### config.mk
export PLATFORM = sky130hd
export DESIGN_NAME = twiddle_sequencer
export DESIGN_NICKNAME = d
export VERILOG_FILES = /design/src/rtl/fft_pkg.sv /design/src/rtl/bfly_addr_gen.sv /design/src/rtl/twiddle_sequencer.sv
export SDC_FILE = /design/constraint.sdc
export NUM_CORES = 1
export LEC_CHECK = 0
export ABC_AREA = 1
export CAP_MARGIN = 30
export CORE_MARGIN = 8
export CORE_UTILIZATION = 53
export CTS_BUF_LIST = sky130_fd_sc_hd__clkbuf_8 sky130_fd_sc_hd__clkbuf_16
export DETAILED_ROUTE_END_ITERATION = 12
export GPL_ROUTABILITY_DRIVEN = 0
export PLACE_DENSITY_LB_ADDON = 0.25
export SLEW_MARGIN = 20
export SYNTH_ARGS = -nofsm -noshare
export SYNTH_HDL_FRONTEND = slang
export SYNTH_HIERARCHICAL = 1
export SYNTH_SLANG_ARGS = --single-unit
export TNS_END_PERCENT = 5
### constraint.sdc
create_clock -name clk -period 3.18 [get_ports clk]
set_input_delay 0.636 -clock clk [delete_from_list [all_inputs] [get_ports clk]]
set_output_delay 0.636 -clock clk [all_outputs]
set_load 0.005 [all_outputs]
### src/rtl/fft_pkg.sv
// Shared definitions for the FFT address sequencing blocks: FSM encoding,
// default transform size and parameter legality helpers.
package fft_pkg;

  typedef enum logic [1:0] {
    ST_IDLE  = 2'd0,
    ST_RUN   = 2'd1,
    ST_FLUSH = 2'd2,
    ST_DONE  = 2'd3
  } state_e;

  localparam int N_DEFAULT     = 16;
  localparam int LOG2N_DEFAULT = $clog2(N_DEFAULT);

  function automatic bit rom_lat_legal(input int lat);
    return (lat == 0) || (lat == 1);
  endfunction

  // Stage port is wide enough to carry LOG2N itself, so an out-of-range
  // request can actually be presented and rejected.
  function automatic int stage_width(input int log2n);
    return (log2n < 2) ? 1 : $clog2(log2n + 1);
  endfunction

endpackage

### src/rtl/bfly_addr_gen.sv
// Combinational DIF butterfly address generator: butterfly index j and stage
// map to the two sample addresses and the twiddle ROM address.
module bfly_addr_gen
  import fft_pkg::*;
#(
  parameter int N     = 16,
  parameter int LOG2N = $clog2(N),
  parameter int SW    = stage_width(LOG2N)
) (
  input  logic [LOG2N-2:0] j_i,
  input  logic [SW-1:0]    stage_i,
  output logic [LOG2N-1:0] addr_a_o,
  output logic [LOG2N-1:0] addr_b_o,
  output logic [LOG2N-2:0] coef_addr_o
);

  localparam logic [LOG2N-1:0] HALF0 = LOG2N'(N / 2);

  logic [LOG2N-1:0] half;
  logic [LOG2N-1:0] mask;
  logic [LOG2N-1:0] j_ext;

  assign half  = HALF0 >> stage_i;
  assign mask  = half - 1'b1;
  assign j_ext = {1'b0, j_i};

  // grp*2*half equals the group bits of j moved up one place; pos stays put.
  assign addr_a_o    = ((j_ext & ~mask) << 1) | (j_ext & mask);
  assign addr_b_o    = addr_a_o | half;
  assign coef_addr_o = j_i << stage_i;

endmodule

### src/rtl/twiddle_sequencer.sv
// Per-stage FFT butterfly sequencer: steps j through N/2 butterflies, drives the
// twiddle ROM address and delays the sample addresses to line up with ROM data.
module twiddle_sequencer
  import fft_pkg::*;
#(
  parameter  int N       = 16,
  parameter  int ROM_LAT = 1,
  localparam int LOG2N   = $clog2(N),
  localparam int SW      = stage_width(LOG2N)
) (
  input  logic             clk,
  input  logic             rst,
  input  logic             start,
  input  logic [SW-1:0]    stage,
  input  logic             inverse,
  input  logic             hold,
  output logic [LOG2N-2:0] coef_addr,
  output logic [LOG2N-1:0] addr_a,
  output logic [LOG2N-1:0] addr_b,
  output logic             o_we,
  output logic             conj,
  output logic             busy,
  output logic             dv,
  output logic             err
);

  if (!rom_lat_legal(ROM_LAT) || (N < 4) || ((1 << LOG2N) != N)) begin : g_bad_param
    $error("twiddle_sequencer: N must be a power of two >= 4 and ROM_LAT 0 or 1");
  end

  localparam logic [LOG2N-2:0] J_LAST    = '1;
  localparam logic [SW-1:0]    STAGE_LIM = SW'(LOG2N);

  state_e           state_q;
  logic [LOG2N-2:0] j_q;
  logic [SW-1:0]    stage_q;
  logic             conj_q;
  logic             busy_q;
  logic             dv_q;
  logic             err_q;

  logic             issue;
  logic [LOG2N-1:0] gen_a;
  logic [LOG2N-1:0] gen_b;
  logic [LOG2N-2:0] gen_coef;
  logic [LOG2N-1:0] addr_a_d;
  logic [LOG2N-1:0] addr_b_d;

  bfly_addr_gen #(.N(N), .LOG2N(LOG2N), .SW(SW)) u_addr (
    .j_i        (j_q),
    .stage_i    (stage_q),
    .addr_a_o   (gen_a),
    .addr_b_o   (gen_b),
    .coef_addr_o(gen_coef)
  );

  // A slot is issued only in an unheld RUN cycle.
  assign issue     = (state_q == ST_RUN) && !hold;
  assign coef_addr = (state_q == ST_RUN) ? gen_coef : '0;
  assign addr_a_d  = issue ? gen_a : '0;
  assign addr_b_d  = issue ? gen_b : '0;

  always_ff @(posedge clk) begin
    if (rst) begin
      state_q <= ST_IDLE;
      j_q     <= '0;
      stage_q <= '0;
      conj_q  <= 1'b0;
      busy_q  <= 1'b0;
      dv_q    <= 1'b0;
      err_q   <= 1'b0;
    end else begin
      dv_q  <= 1'b0;
      err_q <= 1'b0;
      case (state_q)
        ST_IDLE: begin
          if (start) begin
            if (stage < STAGE_LIM) begin
              stage_q <= stage;
              conj_q  <= inverse;
              j_q     <= '0;
              busy_q  <= 1'b1;
              state_q <= ST_RUN;
            end else begin
              err_q <= 1'b1;
            end
          end
        end
        ST_RUN: begin
          if (!hold) begin
            j_q <= j_q + 1'b1;
            if (j_q == J_LAST) begin
              state_q <= (ROM_LAT == 1) ? ST_FLUSH : ST_DONE;
              dv_q    <= (ROM_LAT == 0);
            end
          end
        end
        ST_FLUSH: begin
          state_q <= ST_DONE;
          dv_q    <= 1'b1;
        end
        ST_DONE: begin
          state_q <= ST_IDLE;
          busy_q  <= 1'b0;
        end
        default: state_q <= ST_IDLE;
      endcase
    end
  end

  if (ROM_LAT == 1) begin : g_lat1
    logic             we_q;
    logic [LOG2N-1:0] addr_a_q;
    logic [LOG2N-1:0] addr_b_q;

    always_ff @(posedge clk) begin
      if (rst) begin
        we_q     <= 1'b0;
        addr_a_q <= '0;
        addr_b_q <= '0;
      end else begin
        we_q     <= issue;
        addr_a_q <= addr_a_d;
        addr_b_q <= addr_b_d;
      end
    end

    assign o_we   = we_q;
    assign addr_a = addr_a_q;
    assign addr_b = addr_b_q;
  end else begin : g_lat0
    assign o_we   = issue;
    assign addr_a = addr_a_d;
    assign addr_b = addr_b_d;
  end

  assign conj = conj_q;
  assign busy = busy_q;
  assign dv   = dv_q;
  assign err  = err_q;

endmodule

# Word-level counts from Yosys, hierarchy flattened
# Index checks and enable logic that the tools add are counted.
# word_totals
ff_bits	21
out_inout_bits	16
wordCells	57
# op_classes
add_sub_neg	2
magnitude_cmp	1
n_eq_ne	8
n_shift	2
mux	15
n_bitwise	8
reduce_logical	11
# op_table
op	n
$mux 3	4
$mux 2	4
$or 4x4->4	2
$pmux 2 s4	1
$reduce_and 4->1	2
$ne 2x2->1 const B	3
$pmux 3 s2	1
$reduce_and 3->1	2
$and 3x4->4	1
$eq 2x2->1 const B	2
$mux 1	4
$reduce_bool 2->1	2
$shr 4x3->4 const A	1
$sub 4x1->4 const B	1
$add 3x1->3 const B	1
$and 3x3->3	1
$eq 3x3->1 const B	1
$lt 3x3->1 const B	1
$not 1->1	3
$not 3->3	1
$reduce_or 3->1	1
$shl 3x3->3	1
$eq 2x1->1 const B	1
$logic_not 2->1	1
other kinds (5)	5

# Depth between registers and ports, before layout
# Gate-level depths: netlist of run 1.
# depth
depth_word	6
ltp_mapped	10

# Hierarchy
# The synthesis of run 1 kept the hierarchy.
# by_module_without_submodules
module	instances	cells_each	area_each_um2	seq_area_each_um2
twiddle_sequencer	1	124	919.6	420.4
bfly_addr_gen	1	35	180.2	0.0

# Worst setup path after synthesis of run 1
# No wires, ideal clock.
# synth_timing
path_type	register to output
start	register j_q[2]
end	output port coef_addr[2]
arrival_time_ns	0.804
slack_ns	1.740
stages_incl_launch_ff	7
path_buffers	0
path_cell_list	dfxtp_1 inv_1 o21ai_0 nand3_1 o21ai_0 nand2_1 inv_1
# synth_via
elab_chain_len	2
# synth_rtl
item	line	source
from (decl)	twiddle_sequencer.sv:35	logic [LOG2N-2:0] j_q;
from (signal assigned)	twiddle_sequencer.sv:91	j_q <= j_q + 1'b1;
$shl 3x3->3	bfly_addr_gen.sv:30	assign coef_addr_o = j_i << stage_i;
via gen_coef[2]	twiddle_sequencer.sv:45	logic [LOG2N-2:0] gen_coef;
$mux 3	twiddle_sequencer.sv:59	assign coef_addr = (state_q == ST_RUN) ? gen_coef : '0;
to (decl)	twiddle_sequencer.sv:17	output logic [LOG2N-2:0] coef_addr,
# The timed path passes the listed nets, and every way through them passes these cells.

# Worst setup path in the final report of run 1
# Same ends and word-level chain as after synthesis.

==> impl_metrics.toml, run 1 <==
[global_route]
grtUsageTotal = 0.136
grt_pass1_wl_um = 3920
grt_max_degree = 12
grt_pass1_vias = 974
antenna_found_initial = 0
grt_remaining_overflow = 0

[timing]
slew_headroom = 0.784
rsz0062_at_grt = "no"
fin_crit_sh = 0.767
finClkSkew_ps = 2.42
fmax_ghz = 0.410
setup_violations = 0
drv_slew = 0
tns_ps = 0
period_minus_slack_ps = 2440
hold_violations = 0
worst_pin_slew_ps = 325

[route]
first_pass_iters = 4
viasPerCell = 4.73
detail_route.wl_per_cell_um = 11.4
drt_iter0_markers = 28
drc = 0
vias = 1003
antenna_left = 0
wirelength_um = 2410

[logic_synthesis]
synth_commonest_cells = "inv_1, nand2_1, nor2_1, dfxtp_1, ha_1"
synth_edf_count = 0
seq_area_frac_synth = 0.382
yosys.area.top_type = "dfxtp_1"
yosysWarnings = 6
synth_area_leaders = "dfxtp_1, inv_1, nand2_1"
synth.ff_latch_count = 21
synth_most_common_cell = "inv_1"
avgSynthCellArea_um2 = 6.92
synthCells = 159
synth_nets = 175
synthArstFlopShare = 0
syn_area_mm2 = 0.00110
netlist.area_leader.share = 0.382
ys.flop_type = "dfxtp_1"
ys_types = 23

[setup_path]
crit_type = "reg2out"
cp_max_fo = 5
worstPathArrival_ps = 1800
required_ps = 2540
worstSetupStartpointType = "register"
endpoint_kind = "output pin"

[die]
die_w_um = 61.6
rows = 16
core_mm2 = 0.00196
die_h_um = 61.6
ioPinCount = 24
start_util = 0.561
die_area_mm2 = 0.00379

[power]
power_density_mw_per_mm2 = 736
vdd_drop_max_v = 0.000473
leakage_nw = 0.695

[placed_design]
place_inst = 208
io_buffers = 23
dp_hpwl_um = 1960
placed_area_mm2 = 0.00135

[cts]
cts_tree = "done"
cts_hold_buf = 0
numCtsBuffers = 3
insertion_delay_ps = 250
cts_sinks = 21
cts_htree_levels = 1
cts_resized = 0
clk_pin_slew_ps = 80
cts_setup_buffers = 0
cts-root-buf = "clkbuf_8"
cts_buffer_depth = 2

[finish]
design_area_mm2 = 0.00140
fin_cells = 212
diodes = 0
finalCoreUtilization = 0.712
synthToLayoutAreaGrowth_pct = 27.1
nets = 202
drive_gt1_frac = 0.103

[outcome]
outcome = "completed"

[min_path]
hold_class = "reg2reg"

[flow_run]
drv_cap = 0
where the power goes:
part | switching (mW) | internal [mW] | leakage, nW
logic | 0.298 | 0.198 | 0.497
registers | 0.0515 | 0.313 | 0.171
clock network | 0.0836 | 0.0858 | 0.0269
critical path: stages, from the launching register on:
cell and delay [ps]:
dfxtp_1 420, inv_1 110, o21ai_0 190, nand3_1 110
o21ai_0 100, nand2_1 80, inv_1 60, clkdlybuf4s50_1 490
layout make-up:
cell class	instances	area, um^2
clock buffer	3	41.3
clock inverter	1	3.75
fill	176	564
inverter	41	154
multi-input combinational	96	514
sequential	21	420
tap	27	33.8
timing repair buffer	23	230
state kept, by name, indices dropped and copies added, names as in the netlist:
name	cells
addr_b	4
conj	1
o_we	1
dv	1
addr_a	4
err	1
busy	1
stage_q	3
j_q	3
state_q	2
per-layer routing:
layer,global-route usage,wire [um],vias up,share of wire
li1,-,-,526,-
met1,0.127,944,452,0.39
met2,0.276,1290,20,0.53
met3,0.0271,141,5,0.058
met4,0.0487,39,0,0.016
met5,0,0,-,0
cells by family after synthesis:
family | count (synthesis) | synth area share
flip-flops | 21 | 0.382
AND/OR/NAND/NOR | 74 | 0.303
adder cells (fa/ha/maj) | 8 | 0.0910
AO/OA/AOI/OAI | 14 | 0.0740
buffers and inverters | 42 | 0.150
stage by stage:
stage | worst slack, ps | power [mW] | hold WS, ps
final | 740 | 1.03 | 463
after global routing | 619 | 1.13 | 495
after CTS | 767 | 1.03 | 466
after detailed placement | 1070 | 0.865 | 455
after global placement | 1210 | 0.826 | 431
after floorplan | 1740 | 0.741 | 440
cell usage in the layout (no fill, tap or decap), types with 2 or more instances in the layout:
cell type,n
inv_1,37
nand2_1,29
nor2_1,28
clkdlybuf4s50_1,23
dfxtp_1,21
ha_1,8
nand3_1,6
o21ai_0,6
inv_2,5
a21oi_1,3
clkbuf_8,3
nor2_2,2
nand2_2,2
nand3_2,2
worst paths after layout:
check                       to  startpoint  slack, ps  cells past startpoint
setup / recovery  coef_addr[2]      j_q[2]        740                      7
hold / removal            conj        conj        460                      2
setup reg to reg     addr_b[1]  stage_q[1]       1580                      8
hold reg to reg           conj        conj        460                      2
Note: power is estimated with default switching activity, not from simulation.
==> inputs of run 2 (changes only) <==
--- a/config.mk
+++ b/config.mk
@@ -7,8 +7,9 @@
 export LEC_CHECK = 0
 export ABC_AREA = 1
 export CAP_MARGIN = 30
+export CORE_ASPECT_RATIO = 1.75
 export CORE_MARGIN = 8
-export CORE_UTILIZATION = 53
+export CORE_UTILIZATION = 44
 export CTS_BUF_LIST = sky130_fd_sc_hd__clkbuf_8 sky130_fd_sc_hd__clkbuf_16
 export DETAILED_ROUTE_END_ITERATION = 12
 export GPL_ROUTABILITY_DRIVEN = 0
==> constraint.sdc (replaced) <==
create_clock -name clk -period 2.2 [get_ports clk]
set_input_delay 0.44 -clock clk [delete_from_list [all_inputs] [get_ports clk]]
set_output_delay 0.44 -clock clk [all_outputs]
set_load 0.005 [all_outputs]
==> run 2 against run 1 <==
Register-to-register slack worse by 960 ps. Largest power group unchanged. Utilization decreased by 14 points. Clock skew is 1.5 ps higher.
==> impl_metrics.toml, run 2 (synthesis gave the netlist of run 1 again) <==
[power]
intPower_mw = 0.866
seq_power_share = 0.352
power_frac_comb = 0.481
leakage_nw = 0.694
p_sw_mw = 0.614
vdd_drop_max_v = 0.000587
clkPwrFrac = 0.167
power_density_mw_per_mm2 = 1060
p_sw_frac = 0.415

[setup_path]
r2r_cells = 8
path_delay_family = "buffers and inverters"
crit_buf_inv = 3
required_ps = 1760
endpoint_kind = "output pin"
cpMaxStageDelayCell = "clkdlybuf4s50_1"
worstSetupStartpointType = "register"
ff2ff_setup_slack_ps = 620
r2r-start = "stage_q[0]"
crit_type = "reg2out"
path_common_cell = "inv_1"
timing.rr.end = "addr_b[1]"
cpPeakStageDelay_ps = 490
path_cells = "inv_1 > nand3_2 > o22ai_1 > nand2_1 > inv_1 > clkdlybuf4s50_1"
worstPathArrival_ps = 1660
cp_max_fo = 7

[global_route]
grt_pass1_wl_um = 3730
grt_pass1_vias = 940
antenna_found_initial = 0
grt_max_degree = 12
grt_remaining_overflow = 0
grtUsageTotal = 0.111

[route]
viasPerCell = 4.69
antenna_left = 0
vias = 989
first_pass_iters = 4
drc = 0
wirelength_um = 2350
detail_route.wl_per_cell_um = 11.2
drt_iter0_markers = 11

[cts]
cts_sinks = 21
cts_buffer_depth = 2
cts_htree_levels = 1
clk_pin_slew_ps = 80
cts-root-buf = "clkbuf_8"
cts_hold_buf = 0
cts_tree = "done"
cts_resized = 0
numCtsBuffers = 3
insertion_delay_ps = 260
cts_setup_buffers = 0

[finish]
nFillCells = 218
final_common_cell = "inv_1"
nets = 202
final_cell_mix = "inv_1, nand2_1, nor2_1"
diodes = 0
synthToLayoutAreaGrowth_pct = 27.3
drive_gt1_frac = 0.114
design_area_mm2 = 0.00140

[min_path]
whs_path_depth = 2
min_from = "conj"
hold_class = "reg2reg"
hold_end = "conj"

[timing]
period_minus_slack_ps = 2100
setup_violations = 0
slew_headroom = 0.789
fin_crit_sh = 0.953
hold_violations = 0
tns_ps = 0
rsz0062_at_grt = "no"
worst_pin_slew_ps = 317
finClkSkew_ps = 3.93
worst_slack_ps = 103
drv_slew = 0
fmax_ghz = 0.477

[placed_design]
placed_area_mm2 = 0.00135
dp_hpwl_um = 1940
io_buffers = 23
dp_slack_ps = 373

[die]
die_h_um = 82.1
start_util = 0.452
die_area_mm2 = 0.00442
die_w_um = 53.8
core_mm2 = 0.00243
ioPinCount = 24
rows = 24

[outcome]
outcome = "completed"

[flow_run]
drv_cap = 0
## run 2: cell counts in the layout (fill, tap and decap cells not counted)
Identical to the previous run, type by type.
## run 2: worst max-delay path by stage
| stage | startpoint | end | slack [ps] | depth (start not counted) |
|---|---|---|---|---|
| floorplan | stage_q[1] | addr_b[1] | 770 | 8 |
| global placement | stage_q[0] | coef_addr[2] | 420 | 5 |
| detailed placement | j_q[2] | coef_addr[2] | 370 | 7 |
| CTS | j_q[2] | coef_addr[2] | 80 | 7 |
| global route | stage_q[1] | coef_addr[2] | 10 | 6 |
| finish | stage_q[1] | coef_addr[1] | 100 | 6 |
## run 2: routing by layer
layer | wire, um | share of wire | track usage
met5 | 0 | 0 | 0
met2 | 1340 | 0.57 | 0.223
met3 | 119 | 0.051 | 0.0179
met1 | 819 | 0.35 | 0.0918
met4 | 70 | 0.030 | 0.0711
## run 2: metrics by stage
stage          hold WS (ps)  power [mW]  cells  utilization
3_5_place_dp            439        1.24    207        0.556
4_1_cts                 450        1.49    211        0.574
3_3_place_gp            431        1.20    207        0.556
5_1_grt                 477        1.63    211        0.576
6_report                446        1.48    211        0.576
2_1_floorplan           440        1.07    159            -
## run 2: power groups by stage
| stage | combinational (mW) | sequential [mW] | clock, mW |
|---|---|---|---|
| final | 0.712 | 0.520 | 0.248 |
| after floorplan | 0.553 | 0.518 | 0 |
| after global placement | 0.678 | 0.523 | 0 |
| after detailed placement | 0.712 | 0.528 | 0 |
| after CTS | 0.714 | 0.519 | 0.258 |
| after global routing | 0.824 | 0.536 | 0.267 |
## run 2: worst reg2reg max path: stages, from the launching register on
cell and delay [ps]:
dfxtp_1 460, nand3_2 140, ha_1 330, or2_2 310, o21ai_2 70, inv_2 40, nand2_1 50, inv_1 40
nor2_1 90
## run 2: layout make-up
class | instances | area (um^2) | area share
Clock buffer | 3 | 41.3 | 0.0295
Clock inverter | 1 | 3.75 | 0.00268
Inverter | 41 | 154 | 0.110
Multi-Input combinational cell | 96 | 517 | 0.369
Sequential cell | 21 | 422 | 0.301
Tap cell | 26 | 32.5 | 0.0232
Timing Repair Buffer | 23 | 230 | 0.164
==> inputs of run 3 (changes only) <==
--- a/config.mk
+++ b/config.mk
@@ -7,9 +7,11 @@
 export LEC_CHECK = 0
 export ABC_AREA = 1
 export CAP_MARGIN = 30
+export CELL_PAD_IN_SITES_DETAIL_PLACEMENT = 1
+export CELL_PAD_IN_SITES_GLOBAL_PLACEMENT = 2
 export CORE_ASPECT_RATIO = 1.75
 export CORE_MARGIN = 8
-export CORE_UTILIZATION = 44
+export CORE_UTILIZATION = 24
 export CTS_BUF_LIST = sky130_fd_sc_hd__clkbuf_8 sky130_fd_sc_hd__clkbuf_16
 export DETAILED_ROUTE_END_ITERATION = 12
 export GPL_ROUTABILITY_DRIVEN = 0
==> run 3 against run 2 <==
Sequential power rose by 2%. Via count rose by 2.3%. Sequential share of layout area fell by 0.54 points. Flip-flop and latch count did not move. Final cell count rose by 12%. Combinational power rose by 1%. Clock skew rose by 4.1 ps. Die area rose by 60%. Non-clock buffer count did not move. Largest cell class unchanged. Largest power group unchanged.
==> impl_metrics.toml, run 3 (synthesis gave the netlist of run 1 again) <==
[timing]
tns_ps = 0
drv_slew = 0
worst_pin_slew_ps = 347
hold_ws_ps = 460
fmax_ghz = 0.484
fin_crit_sh = 0.938
setup_violations = 0
hold_violations = 0
period_minus_slack_ps = 2060
finClkSkew_ps = 7.98
slew_headroom = 0.768
rsz0062_at_grt = "no"

[setup_path]
required_ps = 1760
crit_buf_inv = 3
path_common_cell = "inv_1"
crit_type = "reg2out"
cpPeakStageDelay_ps = 490
endpoint_kind = "output pin"
ff2ff_setup_slack_ps = 670
cp_max_fo = 5
path_cells = "inv_1 > o22ai_1 > nand2_1 > inv_1 > clkdlybuf4s50_1"
worstSetupStartpointType = "register"
worstPathArrival_ps = 1620
path_delay_family = "buffers and inverters"
cpMaxStageDelayCell = "clkdlybuf4s50_1"

[finish]
final_cell_mix = "inv_1, nand2_1, nor2_1"
nFillCells = 566
diodes = 0
design_area_mm2 = 0.00143
final_common_cell = "inv_1"
nets = 202
synthToLayoutAreaGrowth_pct = 30.4
drive_gt1_frac = 0.124

[route]
detail_route.wl_per_cell_um = 11.9
viasPerCell = 4.29
drt_iter0_markers = 9
first_pass_iters = 4
vias = 1012
antenna_left = 0
drc = 0
wirelength_um = 2820

[cts]
insertion_delay_ps = 260
numCtsBuffers = 3
clk_pin_slew_ps = 80
cts_setup_buffers = 0
cts-root-buf = "clkbuf_8"
cts_resized = 0
cts_htree_levels = 1
cts_hold_buf = 0
cts_tree = "done"
cts_sinks = 21
cts_buffer_depth = 2

[die]
rows = 32
die_area_mm2 = 0.00709
start_util = 0.250
die_w_um = 67.2
core_mm2 = 0.00440
die_h_um = 106
ioPinCount = 24

[global_route]
grt_remaining_overflow = 0
grt_pass1_vias = 1118
antenna_found_initial = 0
grt_pass1_wl_um = 4740
grtUsageTotal = 0.0858
grt_max_degree = 12

[power]
leakage_nw = 0.695
vdd_drop_max_v = 0.000456
power_density_mw_per_mm2 = 1040

[flow_run]
drv_cap = 0

[min_path]
hold_class = "reg2reg"

[placed_design]
placed_area_mm2 = 0.00138
dp_hpwl_um = 2440
io_buffers = 23

[outcome]
outcome = "completed"
[run 3: through the flow]
stage	worst slack (ps)	util	cells	total power, mW
floorplan	766	-	159	1.07
global placement	367	0.314	232	1.24
detailed placement	363	0.314	232	1.28
CTS	66.8	0.324	236	1.54
global route	6.51	0.326	236	1.67
finish	135	0.326	236	1.50
[run 3: final timing paths]
kind / depth (start not counted) / end / from
setup / recovery: 5 / coef_addr[1] / j_q[0]
hold / removal: 2 / busy / busy
setup reg to reg: 9 / addr_b[1] / stage_q[2]
hold reg to reg: 2 / busy / busy
[run 3: layout make-up]
type,instances,area [um^2],area share
Timing Repair Buffer,23,230,0.161
Clock buffer,3,41.3,0.0288
Sequential cell,21,424,0.296
Clock inverter,1,3.75,0.00262
Inverter,41,154,0.107
Tap cell,51,63.8,0.0445
Multi-Input combinational cell,96,517,0.360
[run 3: power breakdown]
part / total [mW] / switching (mW) / internal (mW) / leakage [nW]
logic: 0.719 / 0.432 / 0.287 / 0.495
clock network: 0.250 / 0.126 / 0.124 / 0.0269
registers: 0.528 / 0.0725 / 0.455 / 0.172
total: 1.50 / 0.630 / 0.866 / 0.695
[run 3: worst register-to-register path, cell delays in order (launching register included)]
cell and delay (ps):
dfxtp_1 330, inv_2 110, nand3_2 110, ha_1 320, or2_2 310, o21ai_2 80
inv_2 50, nand2_1 60, inv_1 40, nor2_1 80
[run 3: per-layer routing]
metal | track usage | up-vias | part of all wire
met5 | 0 | - | 0
met4 | 0.0406 | 0 | 0.017
met3 | 0.0170 | 4 | 0.045
met2 | 0.179 | 16 | 0.61
met1 | 0.0677 | 470 | 0.33
li1 | - | 522 | -
